**src/rtl/gray_pkg.sv**
```systemverilog
// Shared Gray-code helpers for the binary->Gray counter and the Gray->binary converter.
// Both directions are defined here so the encoder and decoder cannot drift apart.
// The functions work on a fixed GRAY_MAX_N-bit container. Callers zero-extend narrower
// values and truncate the result; zero high bits do not disturb the low bits.
package gray_pkg;

  localparam int unsigned GRAY_MIN_N = 2;
  localparam int unsigned GRAY_MAX_N = 32;

  function automatic logic [GRAY_MAX_N-1:0] bin2gray(input logic [GRAY_MAX_N-1:0] bin);
    return bin ^ (bin >> 1);
  endfunction

  // Prefix XOR from the MSB down.
  function automatic logic [GRAY_MAX_N-1:0] gray2bin(input logic [GRAY_MAX_N-1:0] gray);
    logic [GRAY_MAX_N-1:0] bin;
    bin[GRAY_MAX_N-1] = gray[GRAY_MAX_N-1];
    for (int i = GRAY_MAX_N - 2; i >= 0; i--) begin
      bin[i] = bin[i+1] ^ gray[i];
    end
    return bin;
  endfunction

endpackage

```
**src/rtl/bin2gray_encoder.sv**
```systemverilog
// Purely combinational N-bit binary -> Gray encoder. Usable standalone.
// Ports:
//   bin   in  N  binary input
//   gray  out N  Gray code of bin
module bin2gray_encoder
  import gray_pkg::*;
#(
  parameter int unsigned N = 4
) (
  input  logic [N-1:0] bin,
  output logic [N-1:0] gray
);

  logic [GRAY_MAX_N-1:0] gray_wide;

  always_comb begin
    gray_wide = bin2gray(GRAY_MAX_N'(bin));
    gray      = gray_wide[N-1:0];
  end

  // Only the low N bits of gray_wide are meaningful; the rest are always zero.
  logic unused_gray_wide;
  assign unused_gray_wide = ^gray_wide;

endmodule

```
**src/rtl/binary_to_gray_counter.sv**
```systemverilog
// Loadable N-bit up/down counter with registered binary and Gray outputs and a registered
// wrap pulse. Both outputs are encoded from the same next-state value, so they update on the
// same edge, and Gray comes straight from a flop (no combinational path to the port), which
// keeps it safe to sample in another clock domain.
// Ports:
//   clk           in   1  clock, all state on posedge
//   rstn          in   1  asynchronous active-low reset
//   en            in   1  count enable, one step per cycle
//   up_dn         in   1  1 = increment, 0 = decrement
//   load          in   1  synchronous load strobe, wins over en
//   load_value    in   N  binary value captured on load
//   binary_value  out  N  registered binary count
//   gray_value    out  N  registered Gray code of binary_value
//   wrap          out  1  one-cycle pulse on a counting wrap (never on load)
module binary_to_gray_counter
  import gray_pkg::*;
#(
  parameter int unsigned N = 4
) (
  input  logic         clk,
  input  logic         rstn,
  input  logic         en,
  input  logic         up_dn,
  input  logic         load,
  input  logic [N-1:0] load_value,
  output logic [N-1:0] binary_value,
  output logic [N-1:0] gray_value,
  output logic         wrap
);

  if (N < GRAY_MIN_N) begin : g_bad_min_n
    $error("binary_to_gray_counter: N must be >= %0d", GRAY_MIN_N);
  end
  if (N > GRAY_MAX_N) begin : g_bad_max_n
    $error("binary_to_gray_counter: N must be <= %0d", GRAY_MAX_N);
  end

  logic [N-1:0] bin_q, bin_d;
  logic [N-1:0] gray_q, gray_d;
  logic         wrap_q, wrap_d;

  // Next-state: load > count > hold. Wrap is decided from the current count, before the
  // modulo arithmetic throws away the carry/borrow.
  always_comb begin
    bin_d  = bin_q;
    wrap_d = 1'b0;
    if (load) begin
      bin_d = load_value;
    end else if (en) begin
      if (up_dn) begin
        bin_d  = bin_q + N'(1);
        wrap_d = &bin_q;
      end else begin
        bin_d  = bin_q - N'(1);
        wrap_d = ~|bin_q;
      end
    end
  end

  bin2gray_encoder #(
    .N (N)
  ) u_enc (
    .bin  (bin_d),
    .gray (gray_d)
  );

  always_ff @(posedge clk or negedge rstn) begin
    if (!rstn) begin
      bin_q  <= '0;
      gray_q <= '0;
      wrap_q <= 1'b0;
    end else begin
      bin_q  <= bin_d;
      gray_q <= gray_d;
      wrap_q <= wrap_d;
    end
  end

  assign binary_value = bin_q;
  assign gray_value   = gray_q;
  assign wrap         = wrap_q;

endmodule

```
**config.mk**
```make
export PLATFORM = sky130hd
export DESIGN_NAME = binary_to_gray_counter
export DESIGN_NICKNAME = d
export VERILOG_FILES = /design/src/rtl/gray_pkg.sv /design/src/rtl/bin2gray_encoder.sv /design/src/rtl/binary_to_gray_counter.sv
export SDC_FILE = /design/constraint.sdc
export NUM_CORES = 1
export LEC_CHECK = 0
export BUFFER_PORTS_ARGS = -buffer_cell sky130_fd_sc_hd__buf_2
export CORE_AREA = 3 3 40 42
export CTS_BUF_LIST = sky130_fd_sc_hd__clkbuf_4 sky130_fd_sc_hd__clkbuf_8
export CTS_CLUSTER_DIAMETER = 200
export DETAILED_ROUTE_END_ITERATION = 6
export DIE_AREA = 0 0 43 45
export PLACE_DENSITY = 0.65
export SETUP_SLACK_MARGIN = 0.02
export SYNTH_ARGS = -nofsm -noshare
export SYNTH_HDL_FRONTEND = slang
export SYNTH_HIERARCHICAL = 1
export SYNTH_SLANG_ARGS = --single-unit
```
**constraint.sdc**
```tcl
create_clock -name clk -period 4.4 [get_ports clk]
set_input_delay 0.22 -clock clk [delete_from_list [all_inputs] [get_ports clk]]
set_output_delay 0.22 -clock clk [all_outputs]
set_load 0.1 [all_outputs]
```
==> impl_metrics.yaml <==
detailed_routing:
  drc: 0
  wl_per_cell_um: 12.2
  antenna_left: 0
  firstDrtPassIters: 2
  via_per_inst: 5.10
  vias: 408
  first_iter_violations: 4
  finalWirelength_um: 977
clock_tree:
  cts.sinks: 9
  post_cts_buffers: 0
  clk_path_buf_depth: 2
  cts_tree: "done"
  clkTransAtPathRegs_ns: 0.05
  h-tree-depth: 1
  clk_latency_ns: 0.26
  cts.repair.resized: 0
  cts_buffers: 3
  clock-root-buffer: "clkbuf_4"
die:
  core_area_um2: 1280
  dieArea_um2: 1940
  ios: 18
  fp-row-count: 13
  die_w_um: 43
  die_y_um: 45
  start_util: 0.395
timing:
  max_freq_mhz: 605
  slew_violations: 0
  totalNegativeSetupSlack_ns: 0
  skew_ns: 0.00609
  rsz0062_at_grt: "false"
  tightestPinTransition_ns: 0.491
  fin_ws_ns: 2.75
  min_period_ns: 1.65
  max-slew-margin-rel: 0.675
  setup_viol: 0
  hold_ws_ns: 0.243
  final.period_utilization: 0.376
  finalHoldViolations: 0
hold_path:
  hp-start: "load_value[0]"
  hold_class: "in -> reg"
  worstHoldPathCells: 3
  holdPathEnd: "binary_value[0]$_DFF_PN0_"
synthesis:
  synth_edf_count: 0
  syn_area_um2: 508
  yosys_warnings: 6
  synth_area_per_cell_um2: 11.0
  synth_top_area_share: 0.443
  netlist_instances: 46
  synth_fa_ha_area_frac: 0.0887
  yosys.area.top_type: "dfrtp_1"
  synth.area.top_cells: "dfrtp_1, xor2_1, ha_1, fa_1, mux2i_1"
  ys_async_sr_fraction: 1.00
  synth_mux_area_frac: 0.0394
  synth_nets: 58
  synth-compound-area-share: 0.121
  synth-simple-area-share: 0.177
  ys_ff_latch: 9
  synthXorXnorAreaFrac: 0.0862
  synth_cell_types: 25
  ys.flop_type: "dfrtp_1"
  synth_top_family_by_area: "simple AND/OR/NAND/NOR gates"
  yosysSeqAreaShare: 0.443
setup_path:
  start_kind: "flip-flop"
  crit_slowest_cell: "dfrtp_1"
  cp_common_cell: "xor2_1"
  crit_arrival_ns: 1.84
  cp_max_fo: 7
  criticalPathCategory: "reg -> reg"
  ff2ff_setup_slack_ns: 2.75
  cp.required_ns: 4.58
  rr_endpoint: "gray_value[1]$_DFF_PN0_"
  max_stage_delay_ns: 0.46
  r2r_cells: 5
  worstReg2RegStart: "binary_value[0]$_DFF_PN0_"
  endpoint_kind: "flip-flop"
  path_cells: "fa_1 -> xor2_1 -> mux2i_1 -> o21ai_1 -> xor2_1"
power:
  peakVddDrop_uv: 243
  p_leak_nw: 0.314
  power.total_mw: 0.377
  power_density_nw_per_um2: 596
finish:
  final_common_cell: "buf_2"
  ff_latch_area_um2: 225
  final_util: 0.493
  drive_gt1_frac: 0.338
  fin_nets: 78
  mostFrequentLayoutCells: "buf_2, dfrtp_1, xor2_1, clkbuf_4"
  fillers: 122
  multi_input_comb_area_um2: 260
  areaGrowthSynthToFinish_pct: 24.6
  stdcell_count: 80
  stdcell_area_um2: 633
  antennaDiodeCount: 0
placement:
  place_area_um2: 593
  place_congestion: 0.679
  port_buffers: 17
  place_inst: 75
  hpwl_um: 716
  dpl_worst_slack_ns: 2.71
global_routing:
  first_global_vias: 396
  grt_max_degree: 14
  grt_overflow_total: 0
  grt_pass1_wl_um: 1720
  gr-usage-all-layers: 0.123
  grt_antenna_before_repair: 0
run_status:
  status: "completed"
flow_run:
  max_cap_violations: 0
## cells by family (layout without fill, tap and decap cells)
| kind of cell | count (synthesis) | in the layout |
|---|---|---|
| buf+inv | 4 | 23 |
| simple gates | 14 | 14 |
| fa+ha+maj | 3 | 3 |
| xor+xnor | 5 | 5 |
| mux | 2 | 2 |
| flops | 9 | 9 |
| compound gates | 9 | 9 |
## worst max path at each step
stage                              start                       to  slack, ns  cells after the start
3_3_place_gp                       up_dn  gray_value[2]$_DFF_PN0_       2.75                      7
4_1_cts        binary_value[0]$_DFF_PN0_  gray_value[1]$_DFF_PN0_       2.71                      5
3_5_place_dp                       up_dn  gray_value[1]$_DFF_PN0_       2.71                      7
2_1_floorplan  binary_value[1]$_DFF_PN0_  gray_value[2]$_DFF_PN0_       2.22                      5
6_report       binary_value[0]$_DFF_PN0_  gray_value[1]$_DFF_PN0_       2.75                      5
5_1_grt        binary_value[0]$_DFF_PN0_  gray_value[2]$_DFF_PN0_       2.57                      5
## worst max-delay path: cells and delay by family, from the launching register on
family                     cells  cell delay (ns)
muxes                          1             0.09
adders and majority gates      1             0.43
xor gates and xnor gates       2             0.32
AOI/OAI and AO/OA              1             0.29
DFF                            1             0.46
## power breakdown
part	switching, mW	internal, mW	total [mW]
sequential	0.0125	0.0994	0.112
clock	0.0280	0.0410	0.0691
combinational	0.161	0.0357	0.196
total	0.201	0.176	0.377
## routing by layer
layer / up-vias / GRT usage / share of wire
li1: 202 / - / -
met5: - / 0 / 0
met3: 2 / 0.0598 / 0.076
met2: 14 / 0.204 / 0.49
met1: 190 / 0.136 / 0.42
met4: 0 / 0.0542 / 0.011
## repair_timing
item	CTS	global route
endpoints found under the hold margin	9	0
setup endpoints to repair	0	0
hold buffers	1	0
## synthesized netlist by cell type (2+ instances only)
master,n
ha_1,2
nand3_1,2
nor2_1,2
o21ai_1,3
mux2i_1,2
xor2_1,4
buf_4,2
dfrtp_1,9
a22oi_1,2
nand2_1,3
## area by class of cell
class	count	share of cell area
Tap cell	15	0.0296
Inverter	1	0.00593
Timing Repair Buffer	18	0.150
Clock buffer	4	0.0474
Sequential cell	9	0.356
Multi-Input combinational cell	33	0.411
## state kept, by name, indices dropped and copies added, names as in the netlist
register	count
gray_value	4
wrap	1
binary_value	4
Power figures use the tool's default switching activity.
